$ cat src/rtl/mem_port_arbiter_pkg.sv
// rtl/mem_port_arbiter_pkg.sv - shared state/source encodings and width helper for the memory port arbiter
package mem_port_arbiter_pkg;

   typedef enum logic [1:0] {
      IDLE   = 2'd0,
      BUSY_I = 2'd1,
      BUSY_D = 2'd2,
      RESP   = 2'd3
   } arb_state_t;

   typedef enum logic {
      SRC_IF  = 1'b0,
      SRC_MEM = 1'b1
   } arb_src_t;

   // Bits needed to hold values 0..max_val, never less than one.
   function automatic int unsigned cnt_w(input int unsigned max_val);
      return (max_val < 2) ? 1 : $clog2(max_val + 1);
   endfunction

endpackage

$ cat src/rtl/mem_port_arbiter_if.sv
// rtl/mem_port_arbiter_if.sv - fetch, data and memory-bus signals of the arbiter
// slave is the arbiter itself; master is whatever drives the requests and the memory response.
interface mem_port_arbiter_if #(
   parameter int ADDR_W = 32,
   parameter int DATA_W = 32
);
   logic                  i_if_req;
   logic [ADDR_W-1:0]     i_if_addr;
   logic [DATA_W-1:0]     o_if_rdata;
   logic                  o_if_valid;
   logic                  o_if_stall;

   logic                  i_mem_req;
   logic                  i_mem_we;
   logic [ADDR_W-1:0]     i_mem_addr;
   logic [DATA_W-1:0]     i_mem_wdata;
   logic [DATA_W/8-1:0]   i_mem_wstrb;
   logic [DATA_W-1:0]     o_mem_rdata;
   logic                  o_mem_valid;
   logic                  o_mem_stall;

   logic                  o_bus_req;
   logic                  o_bus_we;
   logic [ADDR_W-1:0]     o_bus_addr;
   logic [DATA_W-1:0]     o_bus_wdata;
   logic [DATA_W/8-1:0]   o_bus_wstrb;
   logic                  i_bus_ready;
   logic [DATA_W-1:0]     i_bus_rdata;
   logic                  o_bus_err;

   modport slave (
      input  i_if_req, i_if_addr,
      output o_if_rdata, o_if_valid, o_if_stall,
      input  i_mem_req, i_mem_we, i_mem_addr, i_mem_wdata, i_mem_wstrb,
      output o_mem_rdata, o_mem_valid, o_mem_stall,
      output o_bus_req, o_bus_we, o_bus_addr, o_bus_wdata, o_bus_wstrb, o_bus_err,
      input  i_bus_ready, i_bus_rdata
   );

   modport master (
      output i_if_req, i_if_addr,
      input  o_if_rdata, o_if_valid, o_if_stall,
      output i_mem_req, i_mem_we, i_mem_addr, i_mem_wdata, i_mem_wstrb,
      input  o_mem_rdata, o_mem_valid, o_mem_stall,
      input  o_bus_req, o_bus_we, o_bus_addr, o_bus_wdata, o_bus_wstrb, o_bus_err,
      output i_bus_ready, i_bus_rdata
   );
endinterface

$ cat src/rtl/mem_port_arbiter_bus_watchdog.sv
// rtl/mem_port_arbiter_bus_watchdog.sv - bus access timeout counter with clear/enable/expire
// Counts enabled cycles since the last clear; expire flags the TIMEOUT-th enabled cycle.
module mem_port_arbiter_bus_watchdog
   import mem_port_arbiter_pkg::*;
#(
   parameter int TIMEOUT = 255
) (
   input  logic clk,
   input  logic reset,
   input  logic i_clear,
   input  logic i_enable,
   output logic o_expire
);
   localparam int WW = cnt_w(TIMEOUT - 1);

   logic [WW-1:0] r_cnt;
   logic          w_at_limit;

   assign w_at_limit = (r_cnt == WW'(TIMEOUT - 1));
   assign o_expire   = i_enable & w_at_limit;

   always_ff @(posedge clk) begin
      if (reset || i_clear) begin
         r_cnt <= '0;
      end else if (i_enable && !w_at_limit) begin
         r_cnt <= r_cnt + WW'(1);
      end
   end
endmodule

$ cat src/rtl/mem_port_arbiter.sv
// rtl/mem_port_arbiter.sv - shares one single-port memory between fetch and data, data first with fetch starvation bound
module mem_port_arbiter
   import mem_port_arbiter_pkg::*;
#(
   parameter int ADDR_W     = 32,
   parameter int DATA_W     = 32,
   parameter int STARVE_MAX = 4,
   parameter int TIMEOUT    = 255
) (
   input  logic                 clk,
   input  logic                 reset,
   mem_port_arbiter_if.slave    bus
);
   localparam int SW = cnt_w(STARVE_MAX);

   arb_state_t            r_state, w_state_nxt;
   arb_src_t              r_src;
   logic [SW-1:0]         r_starve_cnt;
   logic                  r_bus_req, r_bus_we, r_bus_err;
   logic [ADDR_W-1:0]     r_bus_addr;
   logic [DATA_W-1:0]     r_bus_wdata;
   logic [DATA_W/8-1:0]   r_bus_wstrb;
   logic [DATA_W-1:0]     r_if_rdata, r_mem_rdata;
   logic                  w_grant_i, w_grant_d, w_done, w_abort, w_expire, w_busy;
   logic                  w_if_valid, w_mem_valid;

   assign w_busy = (r_state == BUSY_I) || (r_state == BUSY_D);

   mem_port_arbiter_bus_watchdog #(.TIMEOUT(TIMEOUT)) u_watchdog (
      .clk      (clk),
      .reset    (reset),
      .i_clear  (w_grant_i | w_grant_d),
      .i_enable (w_busy),
      .o_expire (w_expire)
   );

   always_comb begin
      w_state_nxt = r_state;
      w_grant_i   = 1'b0;
      w_grant_d   = 1'b0;
      w_done      = 1'b0;
      w_abort     = 1'b0;
      case (r_state)
         IDLE: begin
            if (bus.i_mem_req && (!bus.i_if_req || r_starve_cnt < SW'(STARVE_MAX))) begin
               w_grant_d   = 1'b1;
               w_state_nxt = BUSY_D;
            end else if (bus.i_if_req) begin
               w_grant_i   = 1'b1;
               w_state_nxt = BUSY_I;
            end
         end
         BUSY_I, BUSY_D: begin
            // A ready arriving on the timeout cycle still completes normally.
            if (bus.i_bus_ready) begin
               w_done      = 1'b1;
               w_state_nxt = RESP;
            end else if (w_expire) begin
               w_abort     = 1'b1;
               w_state_nxt = RESP;
            end
         end
         default: w_state_nxt = IDLE;
      endcase
   end

   always_ff @(posedge clk) begin
      if (reset) begin
         r_state      <= IDLE;
         r_src        <= SRC_IF;
         r_starve_cnt <= '0;
         r_bus_req    <= 1'b0;
         r_bus_we     <= 1'b0;
         r_bus_err    <= 1'b0;
         r_bus_addr   <= '0;
         r_bus_wdata  <= '0;
         r_bus_wstrb  <= '0;
         r_if_rdata   <= '0;
         r_mem_rdata  <= '0;
      end else begin
         r_state <= w_state_nxt;
         if (w_grant_i || w_grant_d) begin
            r_bus_req   <= 1'b1;
            r_src       <= w_grant_d ? SRC_MEM : SRC_IF;
            r_bus_we    <= w_grant_d & bus.i_mem_we;
            r_bus_addr  <= w_grant_d ? bus.i_mem_addr : bus.i_if_addr;
            r_bus_wdata <= w_grant_d ? bus.i_mem_wdata : '0;
            r_bus_wstrb <= w_grant_d ? bus.i_mem_wstrb : '0;
         end
         // Data grants only count against fetch while fetch is actually waiting.
         if (w_grant_i) begin
            r_starve_cnt <= '0;
         end else if (w_grant_d) begin
            r_starve_cnt <= bus.i_if_req ? r_starve_cnt + SW'(1) : '0;
         end
         if (w_done || w_abort) begin
            r_bus_req <= 1'b0;
            if (w_abort) begin
               r_bus_err <= 1'b1;
            end
            if (r_src == SRC_MEM) begin
               r_mem_rdata <= (w_done && !r_bus_we) ? bus.i_bus_rdata : '0;
            end else begin
               r_if_rdata  <= w_done ? bus.i_bus_rdata : '0;
            end
         end
      end
   end

   assign w_if_valid  = (r_state == RESP) && (r_src == SRC_IF);
   assign w_mem_valid = (r_state == RESP) && (r_src == SRC_MEM);

   assign bus.o_if_valid  = w_if_valid;
   assign bus.o_mem_valid = w_mem_valid;
   assign bus.o_if_stall  = bus.i_if_req & ~w_if_valid;
   assign bus.o_mem_stall = bus.i_mem_req & ~w_mem_valid;
   assign bus.o_if_rdata  = r_if_rdata;
   assign bus.o_mem_rdata = r_mem_rdata;
   assign bus.o_bus_req   = r_bus_req;
   assign bus.o_bus_we    = r_bus_we;
   assign bus.o_bus_addr  = r_bus_addr;
   assign bus.o_bus_wdata = r_bus_wdata;
   assign bus.o_bus_wstrb = r_bus_wstrb;
   assign bus.o_bus_err   = r_bus_err;
endmodule
$ cat src/flat_wrapper.sv
// flat-port wrapper written by rule: the top's interface ports become plain ports
module mem_port_arbiter_flat import mem_port_arbiter_pkg::*;
#(
   parameter int ADDR_W     = 32,
   parameter int DATA_W     = 32,
   parameter int STARVE_MAX = 4,
   parameter int TIMEOUT    = 255
)
  (clk, reset, bus_i_if_req, bus_i_if_addr, bus_o_if_rdata, bus_o_if_valid, bus_o_if_stall, bus_i_mem_req, bus_i_mem_we, bus_i_mem_addr, bus_i_mem_wdata, bus_i_mem_wstrb, bus_o_mem_rdata, bus_o_mem_valid, bus_o_mem_stall, bus_o_bus_req, bus_o_bus_we, bus_o_bus_addr, bus_o_bus_wdata, bus_o_bus_wstrb, bus_o_bus_err, bus_i_bus_ready, bus_i_bus_rdata);
  mem_port_arbiter_if #(.ADDR_W(ADDR_W), .DATA_W(DATA_W)) bus_i ();
  input  logic clk;
  input  logic reset;
  input wire logic [$bits(bus_i.i_if_req)-1:0] bus_i_if_req;
  input wire logic [$bits(bus_i.i_if_addr)-1:0] bus_i_if_addr;
  output wire logic [$bits(bus_i.o_if_rdata)-1:0] bus_o_if_rdata;
  output wire logic [$bits(bus_i.o_if_valid)-1:0] bus_o_if_valid;
  output wire logic [$bits(bus_i.o_if_stall)-1:0] bus_o_if_stall;
  input wire logic [$bits(bus_i.i_mem_req)-1:0] bus_i_mem_req;
  input wire logic [$bits(bus_i.i_mem_we)-1:0] bus_i_mem_we;
  input wire logic [$bits(bus_i.i_mem_addr)-1:0] bus_i_mem_addr;
  input wire logic [$bits(bus_i.i_mem_wdata)-1:0] bus_i_mem_wdata;
  input wire logic [$bits(bus_i.i_mem_wstrb)-1:0] bus_i_mem_wstrb;
  output wire logic [$bits(bus_i.o_mem_rdata)-1:0] bus_o_mem_rdata;
  output wire logic [$bits(bus_i.o_mem_valid)-1:0] bus_o_mem_valid;
  output wire logic [$bits(bus_i.o_mem_stall)-1:0] bus_o_mem_stall;
  output wire logic [$bits(bus_i.o_bus_req)-1:0] bus_o_bus_req;
  output wire logic [$bits(bus_i.o_bus_we)-1:0] bus_o_bus_we;
  output wire logic [$bits(bus_i.o_bus_addr)-1:0] bus_o_bus_addr;
  output wire logic [$bits(bus_i.o_bus_wdata)-1:0] bus_o_bus_wdata;
  output wire logic [$bits(bus_i.o_bus_wstrb)-1:0] bus_o_bus_wstrb;
  output wire logic [$bits(bus_i.o_bus_err)-1:0] bus_o_bus_err;
  input wire logic [$bits(bus_i.i_bus_ready)-1:0] bus_i_bus_ready;
  input wire logic [$bits(bus_i.i_bus_rdata)-1:0] bus_i_bus_rdata;
  assign bus_i.i_if_req = bus_i_if_req;
  assign bus_i.i_if_addr = bus_i_if_addr;
  assign bus_o_if_rdata = bus_i.o_if_rdata;
  assign bus_o_if_valid = bus_i.o_if_valid;
  assign bus_o_if_stall = bus_i.o_if_stall;
  assign bus_i.i_mem_req = bus_i_mem_req;
  assign bus_i.i_mem_we = bus_i_mem_we;
  assign bus_i.i_mem_addr = bus_i_mem_addr;
  assign bus_i.i_mem_wdata = bus_i_mem_wdata;
  assign bus_i.i_mem_wstrb = bus_i_mem_wstrb;
  assign bus_o_mem_rdata = bus_i.o_mem_rdata;
  assign bus_o_mem_valid = bus_i.o_mem_valid;
  assign bus_o_mem_stall = bus_i.o_mem_stall;
  assign bus_o_bus_req = bus_i.o_bus_req;
  assign bus_o_bus_we = bus_i.o_bus_we;
  assign bus_o_bus_addr = bus_i.o_bus_addr;
  assign bus_o_bus_wdata = bus_i.o_bus_wdata;
  assign bus_o_bus_wstrb = bus_i.o_bus_wstrb;
  assign bus_o_bus_err = bus_i.o_bus_err;
  assign bus_i.i_bus_ready = bus_i_bus_ready;
  assign bus_i.i_bus_rdata = bus_i_bus_rdata;
  mem_port_arbiter #(.ADDR_W(ADDR_W), .DATA_W(DATA_W), .STARVE_MAX(STARVE_MAX), .TIMEOUT(TIMEOUT)) u_core (.clk(clk), .reset(reset), .bus(bus_i));
endmodule
$ cat config.mk
export PLATFORM = sky130hd
export DESIGN_NAME = mem_port_arbiter_flat
export DESIGN_NICKNAME = d
export VERILOG_FILES = /design/src/rtl/mem_port_arbiter_pkg.sv /design/src/rtl/mem_port_arbiter_if.sv /design/src/rtl/mem_port_arbiter_bus_watchdog.sv /design/src/rtl/mem_port_arbiter.sv /design/src/flat_wrapper.sv
export SDC_FILE = /design/constraint.sdc
export NUM_CORES = 1
export LEC_CHECK = 0
export ABC_AREA = 1
export BUFFER_PORTS_ARGS = -buffer_cell sky130_fd_sc_hd__buf_2
export CORE_MARGIN = 5
export CORE_UTILIZATION = 39
export DETAILED_ROUTE_END_ITERATION = 10
export PLACE_DENSITY = 0.68
export SETUP_SLACK_MARGIN = 0.3
export SLEW_MARGIN = 20
export SYNTH_ARGS = -nofsm -noshare
export SYNTH_HDL_FRONTEND = slang
export SYNTH_SLANG_ARGS = --single-unit
$ cat constraint.sdc
create_clock -name clk -period 1.7 [get_ports clk]
set_input_delay 0.17 -clock clk [delete_from_list [all_inputs] [get_ports clk]]
set_output_delay 0.17 -clock clk [all_outputs]
set_load 0.03 [all_outputs]
Word-level counts from Yosys, hierarchy flattened

Cells that the tools add are included.

Word-level logic and storage cells: 72
Output and inout port bits: 139
Input port bits: 138
Flip-flop bits (word level): 149

Magnitude comparators: 1
Reductions and logical operators: 21
Bitwise logic cells: 8
Add/subtract/negate cells: 2
Muxes and demuxes: 22
Equal/unequal tests: 6

Operators by type and width:

| cell                                                   | number |
|---|---|
| 2-to-1 mux 32 bit                                      | 4 |
| 2-to-1 mux 1 bit                                       | 11 |
| adder 8 x 1 -> 8 bit (second input constant)           | 1 |
| equality test 8 bit (second input constant)            | 1 |
| 2-to-1 mux 2 bit                                       | 4 |
| AND reduction 2 bit                                    | 4 |
| OR reduction 2 bit                                     | 3 |
| logical AND 1 bit                                      | 5 |
| logical OR 1 bit                                       | 5 |
| bitwise AND 1 bit                                      | 4 |
| equality test 2 bit (second input constant)            | 2 |
| 2-to-1 mux 4 bit                                       | 1 |
| case mux 2 bit (2 select lines)                        | 1 |
| adder 3 x 1 -> 3 bit (second input constant)           | 1 |
| zero test 1 bit                                        | 3 |
| < comparator 3 bit (second input constant)             | 1 |
| 2-to-1 mux 3 bit                                       | 1 |
| inequality test 3 x 2 -> 1 bit (second input constant) | 1 |
| inequality test 3 bit (second input constant)          | 1 |
| NOT 1 bit                                              | 3 |
| equality test 2 x 1 -> 1 bit (second input constant)   | 1 |
| zero test 2 bit                                        | 1 |
| bitwise OR 1 bit                                       | 1 |

Longest topological paths before layout

Gate-level depths: netlist of the first run.

Word-level depth: 8
Gate-level depth with buffers: 11
Gate-level depth less buffers: 10

Modules after synthesis

From an unflattened synthesis of the first run, not the netlist that was laid out.

Cells, all modules: 860
Area, all modules: 6207.2 µm²

Modules (own cells, without submodules):

| module                        | cells each | seq. area each (µm²) | instances | area an instance (µm²) |
|---|---|---|---|---|
| mem_port_arbiter              | 790        | 2822.7               | 1         | 5725.5 |
| mem_port_arbiter_bus_watchdog | 70         | 160.2                | 1         | 481.7 |

Worst setup path after synthesis of the first run

OpenSTA, ideal clock, no wires.

Path kind: register -> register
Start point: register u_core.r_state[0]
End point: register u_core.r_if_rdata[1] (netlist: u_core.bus.o_if_rdata[1])
Cell stages (with the launch flop): 11
Clock period less this slack: 1.580 ns
Data arrival time: 1.446 ns
Data required time: 1.566 ns
Path slack: 0.120 ns
Library setup time: 0.134 ns
Cells stage by stage: dfxtp_1 > inv_1 > ha_1 > inv_2 > nor2_1 > nand3_2 > nand2_4 > nand2_2 > buf_6 > nand2_1 > a21oi_1

Longest elaborated chain between the ends: 8
Elaborated cells on any way between the ends: 12
Classes of those cells: 2 x eq/ne; 5 x mux; 1 x bitwise; 4 x reduce/logical

RTL lines:

| item                                                                       | RTL line                                       | RTL |
|---|---|---|
| start: declaration                                                         | mem_port_arbiter.sv:16                         | `arb_state_t r_state, w_state_nxt;` |
| start signal: assignment                                                   | mem_port_arbiter.sv:81                         | `r_state <= w_state_nxt;` |
| equality test 2 x 1 -> 1 bit / equality test 2 bit (equally long branches) | mem_port_arbiter.sv:27, mem_port_arbiter.sv:43 |  |
| logical OR 1 bit                                                           | mem_port_arbiter.sv:27                         | `assign w_busy = (r_state == BUSY_I) \|\| (r_state == BUSY_D);` |
| bitwise AND 1 bit                                                          | mem_port_arbiter_bus_watchdog.sv:20            | `assign o_expire = i_enable & w_at_limit;` |
| 2-to-1 mux 1 bit                                                           | mem_port_arbiter.sv:58                         | `end else if (w_expire) begin` |
| 2-to-1 mux 1 bit                                                           | mem_port_arbiter.sv:55                         | `if (bus.i_bus_ready) begin` |
| 2-to-1 mux 1 bit                                                           | mem_port_arbiter.sv:43                         | `case (r_state)` |
| logical OR 1 bit                                                           | mem_port_arbiter.sv:96                         | `if (w_done \|\| w_abort) begin` |
| AND reduction 2 bit (no source line)                                       | n/a                                            |  |
| end signal: assignment                                                     | mem_port_arbiter.sv:104                        | `r_if_rdata <= w_done ? bus.i_bus_rdata : '0;` |
| end: declaration                                                           | mem_port_arbiter.sv:23                         | `logic [DATA_W-1:0] r_if_rdata, r_mem_rdata;` |

Several ways; a longest one is shown, not always the timed one.
A chain may end at the register's enable or synchronous reset.

Worst setup path after layout of the first run

Start point: register u_core.r_state[1]
End point: output port bus_o_mem_stall

Longest elaborated chain between the ends: 4

RTL lines:

| item                | RTL line                | RTL |
|---|---|---|
| equality test 2 bit | mem_port_arbiter.sv:111 | `assign w_mem_valid = (r_state == RESP) && (r_src == SRC_MEM);` |
| logical AND 1 bit   | mem_port_arbiter.sv:111 |  |
| NOT 1 bit           | mem_port_arbiter.sv:116 | `assign bus.o_mem_stall = bus.i_mem_req & ~w_mem_valid;` |
| bitwise AND 1 bit   | mem_port_arbiter.sv:116 |  |
| end: declaration    | flat_wrapper.sv:25      | `output wire logic [$bits(bus_i.o_mem_stall)-1:0] bus_o_mem_stall;` |

No other way between the ends.

==> impl_metrics.json, run 1 <==
{
  "syn_nets": 1037,
  "status": "finished clean",
  "min_period_over_period_pct": 95.66,
  "insertion_delay_ns": 0.43,
  "cp_slowest_cell": "dfxtp_4",
  "syn_to_final_growth_pct": 71.18,
  "synth_cells": 893,
  "grt_max_degree": 40,
  "clockBufferDepth": 2,
  "antenna_cells": 0,
  "seq_power_share_pct": 27.6,
  "final_antenna_net_count": 0,
  "pwr-share-comb_pct": 51.0,
  "hold_violations": 0,
  "max-cap-violations": 0,
  "cts_buffers": 17,
  "p_leak_nw": 5.324,
  "fp.coreArea_um2": 15890,
  "wire_per_inst_um": 16.71,
  "slew_headroom_pct": 40.91,
  "yosys.area.top_type": "dfxtp_1",
  "crit_cells": 6,
  "crit_path_cell_trace": "buf_4, ha_1, nand2_1, inv_2, nor2_2, buf_6",
  "cts_tree": "built",
  "io_pins": 277,
  "whs_ns": 0.02079,
  "htreeDepth": 4,
  "rows": 46,
  "die_x_um": 137.1,
  "layout_min_cycle_time_ns": 1.626,
  "path_buf_inv": 3,
  "rsz0062_at_grt": "yes",
  "final_nets": 1410,
  "drt_iter0_markers": 422,
  "critPathRequiredTime_ns": 1.53,
  "worstSetupEndpointType": "output pin",
  "yosysUniqueCellTypes": 30,
  "arrival_ns": 1.46,
  "fillCellCount": 1290,
  "ys_seq_elements": 149,
  "p_int_mw": 10.21,
  "slew_violations": 0,
  "final.setup_skew_ns": 0.01716,
  "setup_viol": 0,
  "antenna_found_initial": 0,
  "max_slew.worst_pin.slew_ns": 0.8851,
  "synth_seq_area_share_pct": 47.32,
  "dieArea_um2": 18810,
  "gp_congestion": 0.8260,
  "syn-mean-instance-area_um2": 7.059,
  "synth_area_um2": 6304,
  "p_per_area_nw_per_um2": 1642,
  "synth_top_area_share_pct": 47.32,
  "drive_above_1_share_pct": 43.55,
  "grt_overflow": 0,
  "worstPathMaxFanout": 3,
  "cts-root-buf": "clkbuf_16",
  "fmax_mhz": 614.9,
  "finalCoreUtilization_pct": 67.93,
  "setup.worst_path.start_class": "flip-flop",
  "hpwl_mm": 14.12,
  "start_util_pct": 39.68,
  "clkPwrFrac_pct": 21.4,
  "fp.dieH_um": 137.1,
  "grt_pass1_wl_mm": 36.27,
  "viasPerCell": 4.973,
  "first_pass_iters": 7,
  "drc": 0,
  "cp_top_family": "flip-flops",
  "yosysWarnings": 0,
  "path_class": "reg -> out",
  "ys_top_cells_by_area": "dfxtp_1 47%, nand2_1 20%, nor2_1 6.4%",
  "reg2reg_depth": 10,
  "tns_ns": 0,
  "grt_pass1_vias": 7137,
  "numPortBuffers": 276,
  "grt_usage_pct": 24.60,
  "p_sw_mw": 7.511,
  "cts_sinks": 149,
  "switching_share_pct": 42.39,
  "drt-total-wl_mm": 24.98,
  "max_stage_delay_ns": 0.34,
  "hold-path-cell-count": 3,
  "clkSlewWorstSetupHoldPaths_ns": 0.06,
  "hold_path_class": "in -> reg",
  "vdd_drop_max_uv": 903.2,
  "vias": 7435
}
path summary, 6_finish.rpt:
| check | start | slack [ns] | endpoint |
|---|---|---|---|
| worst max-delay path | u_core.r_state[1]$_SDFFE_PP0P_ | 0.07 | bus_o_mem_stall |
| worst min-delay path | bus_i_bus_rdata[10] | 0.02 | u_core.bus.o_if_rdata[10]$_SDFFE_PP0P_ |
| worst min register to register | u_core.bus.o_bus_wdata[4]$_SDFFE_PP0P_ | 0.45 | u_core.bus.o_bus_wdata[4]$_SDFFE_PP0P_ |
| worst max register to register | u_core.r_state[0]$_SDFFE_PP0P_ | 0.09 | u_core.bus.o_mem_rdata[21]$_SDFFE_PP0P_ |
worst reg2reg max path: stages (launching register included):
cell	delay (ns)
dfxtp_2	0.35
inv_2	0.05
ha_4	0.29
inv_4	0.04
nor2_4	0.09
nand3_4	0.13
nand2_8	0.17
buf_6	0.15
clkbuf_16	0.14
a21oi_1	0.06
nor2_1	0.09
stage by stage:
stage	area [um2]	std cells	setup WS (ns)	power, mW
finish	10790	1495	0.07385	17.72
global route	10790	1495	0.004494	18.57
CTS	10190	1481	0.1068	16.79
detailed placement	7969	1349	-0.04149	10.74
global placement	7969	1349	0.01432	10.71
floorplan	6392	893	0.2536	9.046
placed cells by master, fill, tap and decap left out, types with 7 or more instances in the layout:
master,count
nand3_2,11
inv_1,16
o21ai_0,7
dlygate4sd3_1,58
buf_16,14
inv_2,8
clkbuf_16,21
nor2_1,77
nand2_4,22
buf_2,272
a21oi_2,12
buf_6,12
nand2_2,39
o21ai_2,28
nand3_1,65
a21oi_1,65
nor2_2,23
buf_4,22
dfxtp_1,143
buf_12,22
nand2_1,277
nor2_4,12
power by group through the flow:
stage	Sequential (mW)	Combinational, mW	Clock, mW
CTS	4.77	8.19	3.83
floorplan	6.22	2.83	0
global route	4.98	9.60	3.99
global placement	4.78	5.93	0
finish	4.89	9.04	3.79
detailed placement	4.78	5.97	0
routing by layer:
layer | up-vias | share of wire, % | track usage (%)
met3 | 65 | 8.1 | 6.434
met2 | 365 | 49 | 41.23
met1 | 3403 | 39 | 29.84
met4 | 0 | 3.8 | 10.37
li1 | 3602 | - | -
met5 | - | 0 | 0
registers in the layout, indices dropped and copies added, names as in the netlist:
name	cells
u_core.bus.o_bus_wstrb	4
u_core.r_starve_cnt	3
u_core.u_watchdog.r_cnt	8
u_core.bus.o_bus_we	1
u_core.bus.o_if_rdata	32
u_core.r_src	1
u_core.bus.o_bus_req	1
u_core.bus.o_bus_wdata	32
u_core.bus.o_bus_err	1
u_core.bus.o_bus_addr	32
u_core.r_state	2
u_core.bus.o_mem_rdata	32
cells in the mapped netlist, drive strengths merged:
cell and n:
dfxtp 149, nand3b 2, o21bai 1, o22ai 1
nor3 2, clkbuf 17, or2 1, nand3 78
a21oi 77, nor2 113, buf 40, nand4 1
nand2 340, ha 6, xor2 2, inv 28
o21ai 35
what timing repair did:
action	in CTS	in global routing
resized for setup	131	124
gates cloned	18	5
setup endpoints to repair	149	149
pin swaps	27	20
setup buffers	24	9
endpoints found under the hold margin	58	0
hold buffers	58	0
cell families after synthesis:
family	share of synthesized area, %
AO/OA/AOI/OAI	9.111
XOR/XNOR	0.2779
adder cells (fa/ha/maj)	1.191
buffers and inverters	7.026
flip-flops	47.32
AND/OR/NAND/NOR	35.07
area by class of cell:
cell class	count	area (um2)	area share, %
Clock buffer	19	432.9	4.012
Clock inverter	13	147.6	1.368
Inverter	28	143.9	1.333
Multi-Input combinational cell	662	3575	33.13
Sequential cell	149	2993	27.74
Tap cell	216	270.3	2.505
Timing Repair Buffer	408	3228	29.92
(Power assumes the default switching activity.)
==> run 2, diff against run 1 <==
--- a/config.mk
+++ b/config.mk
@@ -13,3 +13,3 @@
 export PLACE_DENSITY = 0.68
-export SETUP_SLACK_MARGIN = 0.3
+export SETUP_SLACK_MARGIN = 0.4
 export SLEW_MARGIN = 20
==> constraint.sdc (replaced) <==
create_clock -name clk -period 1.7 [get_ports clk]
set_input_delay 0.34 -clock clk [delete_from_list [all_inputs] [get_ports clk]]
set_output_delay 0.34 -clock clk [all_outputs]
set_load 0.03 [all_outputs]
==> run 2 against run 1 <==
Compared with the run above: clock skew fell by 0.0067 ns; sequential share of layout area decreased by 1.5 points; hold slack improved by 0.11 ns; core utilization is 6.3 points higher; clock power about the same; critical path type is now reg -> reg; combinational power grew 22%; global-route usage decreased by 0.38 points; highest routed layer unchanged; via count grew 2.1%; final area rose by 9.2%; sequential power up 5.9%; largest cell class unchanged; critical path depth up 4; non-clock buffer count shrank 47.
==> impl_metrics.json, run 2 (synthesized netlist as in run 1, its figures left out) <==
{
  "status": "finished clean",
  "r2r-start": "u_core.r_state[0]$_SDFFE_PP0P_",
  "hold_path_end": "u_core.bus.o_bus_wdata[24]$_SDFFE_PP0P_",
  "cts_sinks": 149,
  "whs_ns": 0.1350,
  "max_slew.worst_pin.slew_ns": 0.6492,
  "min_period_over_period_pct": 98.47,
  "wire_per_inst_um": 19.00,
  "critPathRequiredTime_ns": 1.99,
  "drive_above_1_share_pct": 60.05,
  "die_x_um": 137.1,
  "finalCoreUtilization_pct": 74.20,
  "layout_commonest_cell": "nand2_1",
  "worstSetupEndpointType": "flip-flop",
  "hpwl_mm": 13.41,
  "viasPerCell": 5.234,
  "hold_violations": 0,
  "p_leak_nw": 5.443,
  "rsz0062_at_grt": "yes",
  "r2r_slack_ns": 0.03,
  "drc": 0,
  "p_per_area_nw_per_um2": 1692,
  "most-common-layout-cells": "199 x nand2_1, 160 x buf_2, 102 x buf_6, 88 x nand2_2, 81 x dfxtp_1",
  "vias": 7589,
  "grt_max_degree": 72,
  "drt_iter0_markers": 419,
  "placed_cells": 1349,
  "slew_violations": 0,
  "reg2reg_to": "u_core.bus.o_if_rdata[9]$_SDFFE_PP0P_",
  "grt_overflow": 0,
  "slew_headroom_pct": 56.68,
  "hold_path_class": "in -> reg",
  "grt_pass1_wl_mm": 35.49,
  "grt_pass1_vias": 6715,
  "reg2reg_depth": 10,
  "start_util_pct": 39.68,
  "first_pass_iters": 5,
  "clkSlewWorstSetupHoldPaths_ns": 0.07,
  "cts_buffers": 17,
  "arrival_ns": 1.96,
  "fmax_mhz": 597.4,
  "path_class": "reg -> reg",
  "final_nets": 1365,
  "insertion_delay_ns": 0.43,
  "io_pins": 277,
  "syn_to_final_growth_pct": 87.00,
  "power_mw": 19.95,
  "setup.worst_path.start_class": "flip-flop",
  "gp_congestion": 0.7846,
  "drt-total-wl_mm": 27.55,
  "layout_setup_ws_ns": 0.02605,
  "final_cells": 1450,
  "final.setup_skew_ns": 0.01051,
  "dieArea_um2": 18810,
  "ctsHoldBuffers": 0,
  "antenna_cells": 0,
  "numPortBuffers": 276,
  "worstPathMaxFanout": 8,
  "fp.dieH_um": 137.1,
  "cts-root-buf": "clkbuf_16",
  "rows": 46,
  "fp.coreArea_um2": 15890,
  "layout_min_cycle_time_ns": 1.674,
  "place_ws_ns": -0.01575,
  "hold-path-cell-count": 3,
  "fillCellCount": 1022,
  "clockBufferDepth": 2,
  "htreeDepth": 4,
  "grt_usage_pct": 24.22,
  "max-cap-violations": 0,
  "final_antenna_net_count": 0,
  "setup_viol": 0,
  "antenna_found_initial": 0,
  "cts_tree": "built",
  "vdd_drop_max_uv": 1195,
  "worstHoldStart": "bus_i_mem_wdata[24]"
}
-- run 2: changes by cell type in the layout (fill, tap and decap cells not counted), moves of 15 or more --
cell,delta
dfxtp_1,-62
nand2_4,+29
buf_2,-112
buf_6,+90
nand2_1,-78
nand2_2,+49
nor2_4,+19
nand3_1,-20
buf_4,+25
nand3_2,+18
dlygate4sd3_1,-58
nor2_1,-15
dfxtp_2,+55
-- run 2: how the worst max path moves through the flow --
stage / endpoint / cells past startpoint / slack, ns / start
2_1_floorplan: u_core.bus.o_if_rdata[1]$_SDFFE_PP0P_ / 10 / 0.27 / u_core.r_state[0]$_SDFFE_PP0P_
3_3_place_gp: u_core.bus.o_if_rdata[24]$_SDFFE_PP0P_ / 9 / 0.04 / u_core.r_state[0]$_SDFFE_PP0P_
3_5_place_dp: u_core.bus.o_if_rdata[21]$_SDFFE_PP0P_ / 9 / -0.02 / u_core.r_state[1]$_SDFFE_PP0P_
4_1_cts: bus_o_if_stall / 5 / 0.06 / u_core.r_state[0]$_SDFFE_PP0P_
5_1_grt: u_core.bus.o_if_rdata[17]$_SDFFE_PP0P_ / 10 / -0.04 / u_core.r_state[0]$_SDFFE_PP0P_
6_report: u_core.bus.o_if_rdata[9]$_SDFFE_PP0P_ / 10 / 0.03 / u_core.r_state[0]$_SDFFE_PP0P_
-- run 2: what timing repair did --
action	in CTS	in global routing
gates cloned	22	7
setup endpoints to repair	260	280
resized for setup	273	497
buffers inserted	30	10
pin swaps	39	68
-- run 2: layer usage --
metal | vias to the layer above | global-route usage (%) | wire length (um)
met5 | - | 0 | 0
met2 | 410 | 40.68 | 13810
li1 | 3511 | - | -
met4 | 0 | 7.705 | 1071
met3 | 103 | 6.618 | 2465
met1 | 3565 | 30.17 | 10200
-- run 2: final cells by class --
cell class,instances,area (um2),share of cell area (%)
sequential,149,3088,26.20
clock buffer,17,425.4,3.609
inverter,28,165.2,1.401
clock inverter,15,155.1,1.316
multi-input combinational,663,4189,35.54
timing repair inverter,1,16.27,0.1380
timing repair buffer,361,3478,29.51
tap,216,270.3,2.293
-- run 2: through the flow --
step,setup TNS (ns),instance area (um2)
after CTS,0,10240
after floorplan,0,6436
final,0,11790
after detailed placement,-0.1226,8019
after global placement,0,8019
after global routing,-0.1880,11790
-- run 2: worst max-delay path, cell delays in order (launching register included) --
cell     delay, ns
dfxtp_4       0.38
inv_2         0.05
ha_4          0.30
inv_4         0.04
nor2_4        0.09
nand3_4       0.13
nand2_8       0.17
buf_12        0.12
nand2_8       0.09
nand2_2       0.10
a21oi_1       0.06
-- run 2: report_power, final --
part,switching [mW],total [mW],internal [mW]
logic,6.17,11.0,4.83
registers,0.769,5.18,4.41
clock network,1.60,3.77,2.17
==> run 3, diff against run 2 <==
- clock period: 1.7 -> 2.2 ns (I/O delays scaled with it)
==> run 3 against run 2 <==
Compared with the run above: via count is 14% lower; first-iteration DRC count is 39% lower; register-to-register slack improved by 0.47 ns; critical path type is now reg -> out; highest routed layer is now met5; hold slack improved by 0.10 ns; sequential power fell by 29%; wire length fell by 31%; sequential share of layout area increased by 8.8 points; non-clock buffer count down 64; combinational power shrank 59%.
==> impl_metrics.json, run 3 (synthesized netlist as in run 1, its figures left out) <==
{
  "place_area_um2": 7784,
  "clockBufferDepth": 2,
  "arrival_ns": 1.29,
  "grt_max_degree": 55,
  "first_pass_iters": 4,
  "power_mw": 11.21,
  "setup.worst_path.start_class": "flip-flop",
  "final_area_um2": 8562,
  "cp_top_family": "flip-flops",
  "status": "finished clean",
  "p_leak_nw": 4.360,
  "max_slew.worst_pin.slew_ns": 0.4800,
  "fp.coreArea_um2": 15890,
  "fmax_mhz": 577.9,
  "p_sw_mw": 4.701,
  "drt-total-wl_mm": 18.93,
  "seq_power_share_pct": 32.7,
  "most-common-layout-cells": "334 x nand2_1, 273 x buf_2, 146 x dfxtp_1, 104 x nor2_1, 77 x a21oi_1",
  "cts-root-buf": "clkbuf_16",
  "p_int_mw": 6.509,
  "layout_commonest_cell": "nand2_1",
  "rows": 46,
  "vias": 6532,
  "hpwl_mm": 13.30,
  "path_buf_inv": 2,
  "path_class": "reg -> out",
  "io_pins": 277,
  "cp_slowest_cell": "dfxtp_4",
  "fp.dieH_um": 137.1,
  "clkSlewWorstSetupHoldPaths_ns": 0.07,
  "p_per_area_nw_per_um2": 1309,
  "finalCoreUtilization_pct": 53.90,
  "tns_ns": 0,
  "slew_violations": 0,
  "min_period_over_period_pct": 78.66,
  "pwr-share-comb_pct": 40.4,
  "antenna_found_initial": 1,
  "place_ws_ns": 0.2690,
  "syn_to_final_growth_pct": 35.83,
  "numPortBuffers": 276,
  "critPathRequiredTime_ns": 1.76,
  "viasPerCell": 4.723,
  "worstSetupEndpointType": "output pin",
  "final_antenna_net_count": 0,
  "cts_buffers": 17,
  "grt_pass1_wl_mm": 29.13,
  "final_cells": 1383,
  "drc": 0,
  "cts_sinks": 149,
  "hold_violations": 0,
  "placed_cells": 1343,
  "setup_viol": 0,
  "antenna_cells": 0,
  "grt_usage_pct": 19.41,
  "insertion_delay_ns": 0.42,
  "ctsHoldBuffers": 0,
  "wire_per_inst_um": 13.69,
  "max_stage_delay_ns": 0.37,
  "htreeDepth": 4,
  "switching_share_pct": 41.93,
  "crit_top_cell": "nor2_2",
  "crit_path_cell_trace": "ha_4, inv_1, nor2_2, nor2_2, buf_4",
  "cts_tree": "built",
  "die_x_um": 137.1,
  "whs_ns": 0.2355,
  "layout_setup_ws_ns": 0.4695,
  "drt_iter0_markers": 257,
  "final_nets": 1298,
  "final.setup_skew_ns": 0.009566,
  "hold_path_class": "in -> reg",
  "grt_pass1_vias": 6015,
  "start_util_pct": 39.68,
  "grt_overflow": 0,
  "layout_min_cycle_time_ns": 1.730,
  "dieArea_um2": 18810,
  "gp_congestion": 0.7794,
  "vdd_drop_max_uv": 597.7,
  "worstPathMaxFanout": 3,
  "drive_above_1_share_pct": 30.93,
  "rsz0062_at_grt": "yes",
  "fillCellCount": 1591,
  "max-cap-violations": 0,
  "clkPwrFrac_pct": 26.8,
  "slew_headroom_pct": 68.00
}
run 3: timing repair:
| action | 4_1_cts | 5_1_grt |
|---|---|---|
| cloned | 1 | 1 |
| setup endpoints to repair | 64 | 138 |
| resized for setup | 9 | 16 |
| pin swaps | 3 | 3 |
| endpoints found under the hold margin | 0 | 0 |
| setup buffers | 5 | 1 |
run 3: layout make-up:
type / count / area (um2) / area share [%]
Multi-Input combinational cell: 661 / 2952 / 34.47
Tap cell: 216 / 270.3 / 3.157
Timing Repair Buffer: 297 / 1624 / 18.97
Inverter: 28 / 107.6 / 1.257
Clock buffer: 18 / 439.2 / 5.129
Clock inverter: 14 / 175.2 / 2.046
Sequential cell: 149 / 2994 / 34.97
run 3: power by group through the flow:
stage               combinational, mW  clock (mW)  sequential, mW
floorplan                        2.09           0            4.80
CTS                              4.48        3.06            3.67
detailed placement               4.35           0            3.71
global placement                 4.30           0            3.71
global route                     4.98        3.18            3.74
finish                           4.53        3.01            3.67
run 3: tightest hold or removal path: cells and delay by family:
| family | cells | cell delay, ns |
|---|---|---|
| buf+inv | 1 | 0.07 |
| simple gates | 2 | 0.12 |
run 3: worst paths after layout:
check                                          from                                      end  slack (ns)  depth (start not counted)
max                  u_core.r_state[0]$_SDFFE_PP0P_                           bus_o_if_stall        0.47                          5
min                             bus_i_mem_wdata[15]  u_core.bus.o_bus_wdata[15]$_SDFFE_PP0P_        0.24                          3
max reg2reg          u_core.r_state[1]$_SDFFE_PP0P_   u_core.bus.o_if_rdata[26]$_SDFFE_PP0P_        0.50                         10
min reg2reg  u_core.bus.o_bus_wstrb[3]$_SDFFE_PP0P_   u_core.bus.o_bus_wstrb[3]$_SDFFE_PP0P_        0.44                          2
run 3: metal layers:
layer / part of all wire [%] / up-vias / GRT usage (%)
met3: 9.5 / 33 / 6.397
met1: 43 / 2887 / 24.70
met4: 2.2 / 2 / 7.539
li1: - / 3356 / -
met5: 0.069 / - / 0
met2: 45 / 254 / 30.49
